[src/rtl/ps2_temp_entry.sv]
`default_nettype none
// ==========================================================================
// ps2_temp_entry : PS/2 keyboard receiver and decimal setpoint entry (0-31)
// Revision 1.0
// ==========================================================================
module ps2_temp_entry #(
  parameter int FILTER_LEN  = 8,
  parameter int TIMEOUT_CYC = 50000,
  parameter int TEMP_MAX    = 31
) (
  input  logic       clock,
  input  logic       reset,
  input  logic       ps2_clk,
  input  logic       ps2_data,
  output logic [4:0] temperatura,
  output logic       lect,
  output logic       entry_err,
  output logic [1:0] digit_count,
  output logic       frame_err
);

  localparam int FW = $clog2(FILTER_LEN + 1);
  localparam int TW = $clog2(TIMEOUT_CYC + 1);

  typedef enum logic [1:0] {IDLE = 2'd0, SHIFT = 2'd1, CHECK = 2'd2} rx_state_t;

  // Synchronisers and glitch filter; the bus idles high, so reset to 1.
  logic          clk_s1_q, clk_s2_q, dat_s1_q, dat_s2_q;
  logic          flt_q, flt_d;
  logic [FW-1:0] flt_cnt_q, flt_cnt_d;
  logic          fall_w;

  always_comb begin
    flt_d     = flt_q;
    flt_cnt_d = flt_cnt_q;
    if (clk_s2_q == flt_q) begin
      flt_cnt_d = '0;
    end else if (flt_cnt_q == FW'(FILTER_LEN - 1)) begin
      flt_d     = clk_s2_q;
      flt_cnt_d = '0;
    end else begin
      flt_cnt_d = flt_cnt_q + 1'b1;
    end
  end

  assign fall_w = flt_q & ~flt_d;

  always_ff @(posedge clock or negedge reset) begin
    if (!reset) begin
      clk_s1_q  <= 1'b1;
      clk_s2_q  <= 1'b1;
      dat_s1_q  <= 1'b1;
      dat_s2_q  <= 1'b1;
      flt_q     <= 1'b1;
      flt_cnt_q <= '0;
    end else begin
      clk_s1_q  <= ps2_clk;
      clk_s2_q  <= clk_s1_q;
      dat_s1_q  <= ps2_data;
      dat_s2_q  <= dat_s1_q;
      flt_q     <= flt_d;
      flt_cnt_q <= flt_cnt_d;
    end
  end

  // Receiver: shift_q ends up as {stop, parity, data[7:0]}.
  rx_state_t     state_q;
  logic [3:0]    bit_cnt_q;
  logic [9:0]    shift_q;
  logic [TW-1:0] tmo_q;
  logic          frame_err_q;
  logic          frame_ok_w;
  logic          byte_stb_w;

  assign frame_ok_w = (^shift_q[8:0]) & shift_q[9];
  assign byte_stb_w = (state_q == CHECK) && frame_ok_w;

  always_ff @(posedge clock or negedge reset) begin
    if (!reset) begin
      state_q     <= IDLE;
      bit_cnt_q   <= '0;
      shift_q     <= '0;
      tmo_q       <= '0;
      frame_err_q <= 1'b0;
    end else begin
      frame_err_q <= 1'b0;
      case (state_q)
        IDLE: begin
          if (fall_w && !dat_s2_q) begin
            state_q   <= SHIFT;
            bit_cnt_q <= '0;
            tmo_q     <= '0;
          end
        end
        SHIFT: begin
          if (fall_w) begin
            shift_q   <= {dat_s2_q, shift_q[9:1]};
            bit_cnt_q <= bit_cnt_q + 1'b1;
            tmo_q     <= '0;
            if (bit_cnt_q == 4'd9) state_q <= CHECK;
          end else if (tmo_q == TW'(TIMEOUT_CYC - 1)) begin
            state_q     <= IDLE;
            frame_err_q <= 1'b1;
          end else begin
            tmo_q <= tmo_q + 1'b1;
          end
        end
        CHECK: begin
          if (!frame_ok_w) frame_err_q <= 1'b1;
          state_q <= IDLE;
        end
        default: state_q <= IDLE;
      endcase
    end
  end

  // Key decoder and setpoint accumulator.
  logic [6:0] acc_q, acc_d;
  logic [1:0] cnt_q, cnt_d;
  logic       brk_q, brk_d, ext_q, ext_d;
  logic [4:0] temp_q, temp_d;
  logic       lect_q, lect_d, eerr_q, eerr_d;
  logic       is_digit_w;
  logic [3:0] digit_w;

  always_comb begin
    is_digit_w = 1'b1;
    digit_w    = 4'd0;
    case (shift_q[7:0])
      8'h45: digit_w = 4'd0;
      8'h16: digit_w = 4'd1;
      8'h1E: digit_w = 4'd2;
      8'h26: digit_w = 4'd3;
      8'h25: digit_w = 4'd4;
      8'h2E: digit_w = 4'd5;
      8'h36: digit_w = 4'd6;
      8'h3D: digit_w = 4'd7;
      8'h3E: digit_w = 4'd8;
      8'h46: digit_w = 4'd9;
      default: is_digit_w = 1'b0;
    endcase
  end

  always_comb begin
    acc_d  = acc_q;
    cnt_d  = cnt_q;
    brk_d  = brk_q;
    ext_d  = ext_q;
    temp_d = temp_q;
    lect_d = 1'b0;
    eerr_d = 1'b0;
    if (byte_stb_w) begin
      if (shift_q[7:0] == 8'hE0) begin
        ext_d = 1'b1;
      end else if (shift_q[7:0] == 8'hF0) begin
        brk_d = 1'b1;
      end else begin
        brk_d = 1'b0;
        ext_d = 1'b0;
        if (!brk_q) begin
          if (is_digit_w) begin
            if (cnt_q == 2'd2) begin
              eerr_d = 1'b1;
            end else begin
              acc_d = 7'(acc_q * 7'd10 + {3'b000, digit_w});
              cnt_d = cnt_q + 1'b1;
            end
          end else if (shift_q[7:0] == 8'h66) begin
            acc_d = '0;
            cnt_d = '0;
          end else if (shift_q[7:0] == 8'h5A && cnt_q != 2'd0) begin
            if (acc_q <= 7'(TEMP_MAX)) begin
              temp_d = acc_q[4:0];
              lect_d = 1'b1;
            end else begin
              eerr_d = 1'b1;
            end
            acc_d = '0;
            cnt_d = '0;
          end
        end
      end
    end
  end

  always_ff @(posedge clock or negedge reset) begin
    if (!reset) begin
      acc_q  <= '0;
      cnt_q  <= '0;
      brk_q  <= 1'b0;
      ext_q  <= 1'b0;
      temp_q <= '0;
      lect_q <= 1'b0;
      eerr_q <= 1'b0;
    end else begin
      acc_q  <= acc_d;
      cnt_q  <= cnt_d;
      brk_q  <= brk_d;
      ext_q  <= ext_d;
      temp_q <= temp_d;
      lect_q <= lect_d;
      eerr_q <= eerr_d;
    end
  end

  assign temperatura = temp_q;
  assign lect        = lect_q;
  assign entry_err   = eerr_q;
  assign digit_count = cnt_q;
  assign frame_err   = frame_err_q;

endmodule
`default_nettype wire

[config.mk]
export PLATFORM = sky130hd
export DESIGN_NAME = ps2_temp_entry
export DESIGN_NICKNAME = d
export VERILOG_FILES = /design/src/rtl/ps2_temp_entry.sv
export SDC_FILE = /design/constraint.sdc
export NUM_CORES = 1
export LEC_CHECK = 0
export BUFFER_PORTS_ARGS = -buffer_cell sky130_fd_sc_hd__buf_2
export CAP_MARGIN = 10
export CORE_MARGIN = 2
export CORE_UTILIZATION = 55
export DETAILED_ROUTE_END_ITERATION = 6
export GPL_TIMING_DRIVEN = 0
export HOLD_SLACK_MARGIN = 0.06
export PLACE_DENSITY = 0.73
export REMOVE_ABC_BUFFERS = 1
export SYNTH_ARGS = -nofsm -noshare
export SYNTH_HDL_FRONTEND = slang
export SYNTH_SLANG_ARGS = --single-unit
[constraint.sdc]
create_clock -name clock -period 6.05 [get_ports clock]
set_input_delay 0.3025 -clock clock [delete_from_list [all_inputs] [get_ports clock]]
set_output_delay 0.3025 -clock clock [all_outputs]
set_load 0.005 [all_outputs]
==> metrics.md <==
| Metric | Value |
|---|---|
| Status | completed |
| Area grow syn2layout | 10.7% |
| Hold_sp | dat_s1_q |
| Setup Fix Bufs, Post-CTS | 0 |
| Seq cells post-synth | 59 |
| Post-synthesis compound-gate area fraction | 18.6% |
| Post-synth EDFFs | 0 |
| Dominant synthesized flop cell | dfrtp_1 |
| Commonest non-fill, non-tap cell in the layout | dfrtp_1 |
| LEAKAGE | approximately 1.8 nW |
| Unique masters post-synth | 69 |
| Slowest-stage cell, CP | nor3_1 |
| Worst rel slew slack | 16.5% |
| First-pass DRT Iterations | 4 |
| Reg2reg path depth | 7 |
| Hold Vio Cnt, Final | 0 |
| DR vias | 2,713 |
| Worst setup SP type | flip-flop |
| Critical path type | reg -> reg |
| Share of cells above drive strength 1 | 13.7% |
| WP data required | 6270 ps |
| Fin crit period | about 3400 ps |
| Crit path cell chain | inv_1 -> ha_1 -> a22o_1 -> a32o_1 -> nor3_1 -> nand3_1 -> mux2_1 |
| Largest family of logic cells by synthesized area | compound AO/OA/AOI/OAI gates |
| Starting Density | between 50 and 60% |
| CTS Root Cell | clkbuf_8 |
| 1st-iter DRT viols | 103 |
| Count of input and output buffers | 13 |
| Fin crit share | between 50% and 60% |
| Fin Clk Skew | 9.49 ps |
| Grt total ovfl | 0 |
| Drt total wl | approximately 7100 um |
| MaxCap Viol Count | 0 |
| Die ar. | 7280 um2 |
| Most frequent cells in the layout | 54 x dfrtp_1, 37 x nand2_1, 30 x ha_1 |
| Final #Nets | 418 |
| Int Pwr | 0.000680 W |
| Final Cell Area | around 4000 um2 |
| Vias per cell | 5.85 |
| Post-Synth Simple-Gate Area | 16.8% |
| Clock power frac | 46.9% |
| Number of global-route vias before repair | 2,639 |
| TritonCTS Sinks | 59 |
| Clock Tree Buf Depth | 2 |
| R2r startpoint | shift_q[3] |
| CP peak stage delay | a little over 1000 ps |
| Pwr per Cell Area | between 200 and 250 nW/um2 |
| Final ANT Viol Nets | 0 |
| Flop pwr share | 48.5% |
| Die width | ~85 um |
| Remaining DRCs | 0 |
| Die height | 85.3 um |
| Top area cells in the synthesized netlist | dfrtp_1 37%, ha_1 10%, nand2_1 3.8% |
| Psw | 0.000190 W |
| Ys Warns | 0 |
| Core Area | 6390 um2 |
| Synthesized instance count | around 360 |
| Tot GR Track Use | 21.4% |
| Worst-Margin Slew | 1240 ps |
| Clk Latency, worst-skew pair | 340 ps |
| Mapped Area | 3640 um2 |
| Multiplexer share of the synthesized area | 3.58% |
| Clock transition at path regs | 70 ps |
| Final worst setup slack | 2640 ps |
| Rows | 29 |
| CP Data Arrival Time | approximately 3600 ps |
| Slew Limit Fails | 0 |
| Switch share | 21.8% |
| Seq/Total Area, Yosys | 40.8% |
| RSZ-0062 raised after global routing | false |
| CTS tree | done |
| CTS buffer count | 9 |
| Comb power frac | 4.7% |
| Asr flop ratio synth | 100% |
| Max Freq | between 200 and 300 MHz |
| Crit-path max FO | 11 |
| Top-area cell type share of the netlist area | 37.2% |
| Pin count of the biggest net entering global routing | between 40 and 50 |
| Hold Path Class | reg -> reg |
| Crit path launch | shift_q[3] |
| Total Negative Setup Slacks | 0 ps |
| Post-Synth Adder-Cell Area | 11.4% |
| I/O pin total | 14 |
| Diode count | 0 |
| Area leader, netlist | dfrtp_1 |
| WL per Instance | between 15 and 20 um |
| Setup Viol. Count Final | 0 |
| Placed standard-cell area | 3770 um2 |
| Peak supply drop | roughly 0.00013 V |
| First-pass GRT wire length | 12,300 um |
| Final Util | roughly 63% |
| Post-Syn Area per Cell | between 9 and 10 um2 |
| GPL Wtd Cong | roughly 0.87 |
| DPL Wire Length | 5050 um |
| Hold Crit Depth | 0 |
| DP Worst Slack | around 2700 ps |
| Synth Area in XOR/XNOR | 4.47% |
| Htree depth | 3 |
| Worst hold margin | 356 ps |
| Crit. End Element | flip-flop |
| Initial antenna violation count | 0 |
registers in the layout, indices dropped and copies added, names as in the netlist, 2 cells and up:
signal and flops:
temperatura 5, acc_q 7, shift_q 10, digit_count 2, flt_cnt_q 4, state_q 2
tmo_q 16, bit_cnt_q 4
cell families (layout without fill, tap and decap cells):
kind of cell	count (synthesis)	after routing
AO/OA/AOI/OAI	94	94
AND/OR/NAND/NOR	114	114
adder cells (fa/ha/maj)	32	32
XOR/XNOR	17	17
flip-flops	59	59
buffers and inverters	36	59
multiplexers	12	12
repair_timing:
item                                    in CTS  in global routing
endpoints found under the setup margin       0                  0
hold endpoints to repair                    20                  0
gates resized for setup                      0                  0
hold buffers                                 3                  0
final timing paths:
check | to | slack [ps]
setup / recovery | temperatura[3] | 2640
hold / removal | dat_s2_q | 360
min in group asynchronous | shift_q[0] | 430
max in group asynchronous | flt_q | 4980
hold reg to reg | dat_s2_q | 360
setup reg to reg | temperatura[3] | 2640
power by group through the flow:
stage               clock [W]  combinational, W  sequential [W]
finish               0.000408         0.0000405        0.000422
global route         0.000432         0.0000478        0.000425
CTS                  0.000419         0.0000416        0.000422
detailed placement          0         0.0000399        0.000429
global placement            0         0.0000365        0.000428
floorplan                   0         0.0000249        0.000426
metal layers:
metal,track usage [%],part of all wire (%),vias to the layer above
met5,0,0,-
met4,8.37,1.6,0
met3,4.67,3.2,14
met2,36.2,50,53
met1,26.7,45,1284
li1,-,-,1362
final cells by class:
type	instances	area [um2]
Fill cell	520	2360
Multi-Input combinational cell	269	2000
Sequential cell	59	1480
Clock buffer	11	151
Timing Repair Buffer	18	126
Tap cell	77	96.3
Inverter	25	93.8
Clock inverter	5	75.1
critical path, delay by kind of cell (launching register included):
| family | cells | cell delay [ps] |
|---|---|---|
| AOI/OAI and AO/OA | 2 | 520 |
| adders and majority gates | 1 | 270 |
| buffers and inverters | 1 | 100 |
| DFF | 1 | 430 |
| muxes | 1 | 450 |
| and+or+nand+nor | 2 | 1510 |
synthesized netlist by cell type (all sizes together) (5+ instances only):
library cell,instances
dfrtp,54
ha,30
o2bb2ai,7
nand4,7
mux2,8
a31oi,14
nand3,11
xnor2,10
nor3,5
dfstp,5
a22o,5
nand2,38
nor2,20
xor2,6
a21oi,12
clkbuf,7
inv,25
o21ai,27
metrics by stage:
step | cells | total power (W)
2_1_floorplan | 353 | 0.000451
3_3_place_gp | 443 | 0.000465
3_5_place_dp | 445 | 0.000468
4_1_cts | 464 | 0.000883
5_1_grt | 464 | 0.000905
6_report | 464 | 0.000870
Note: power is estimated with default switching activity, not from simulation.
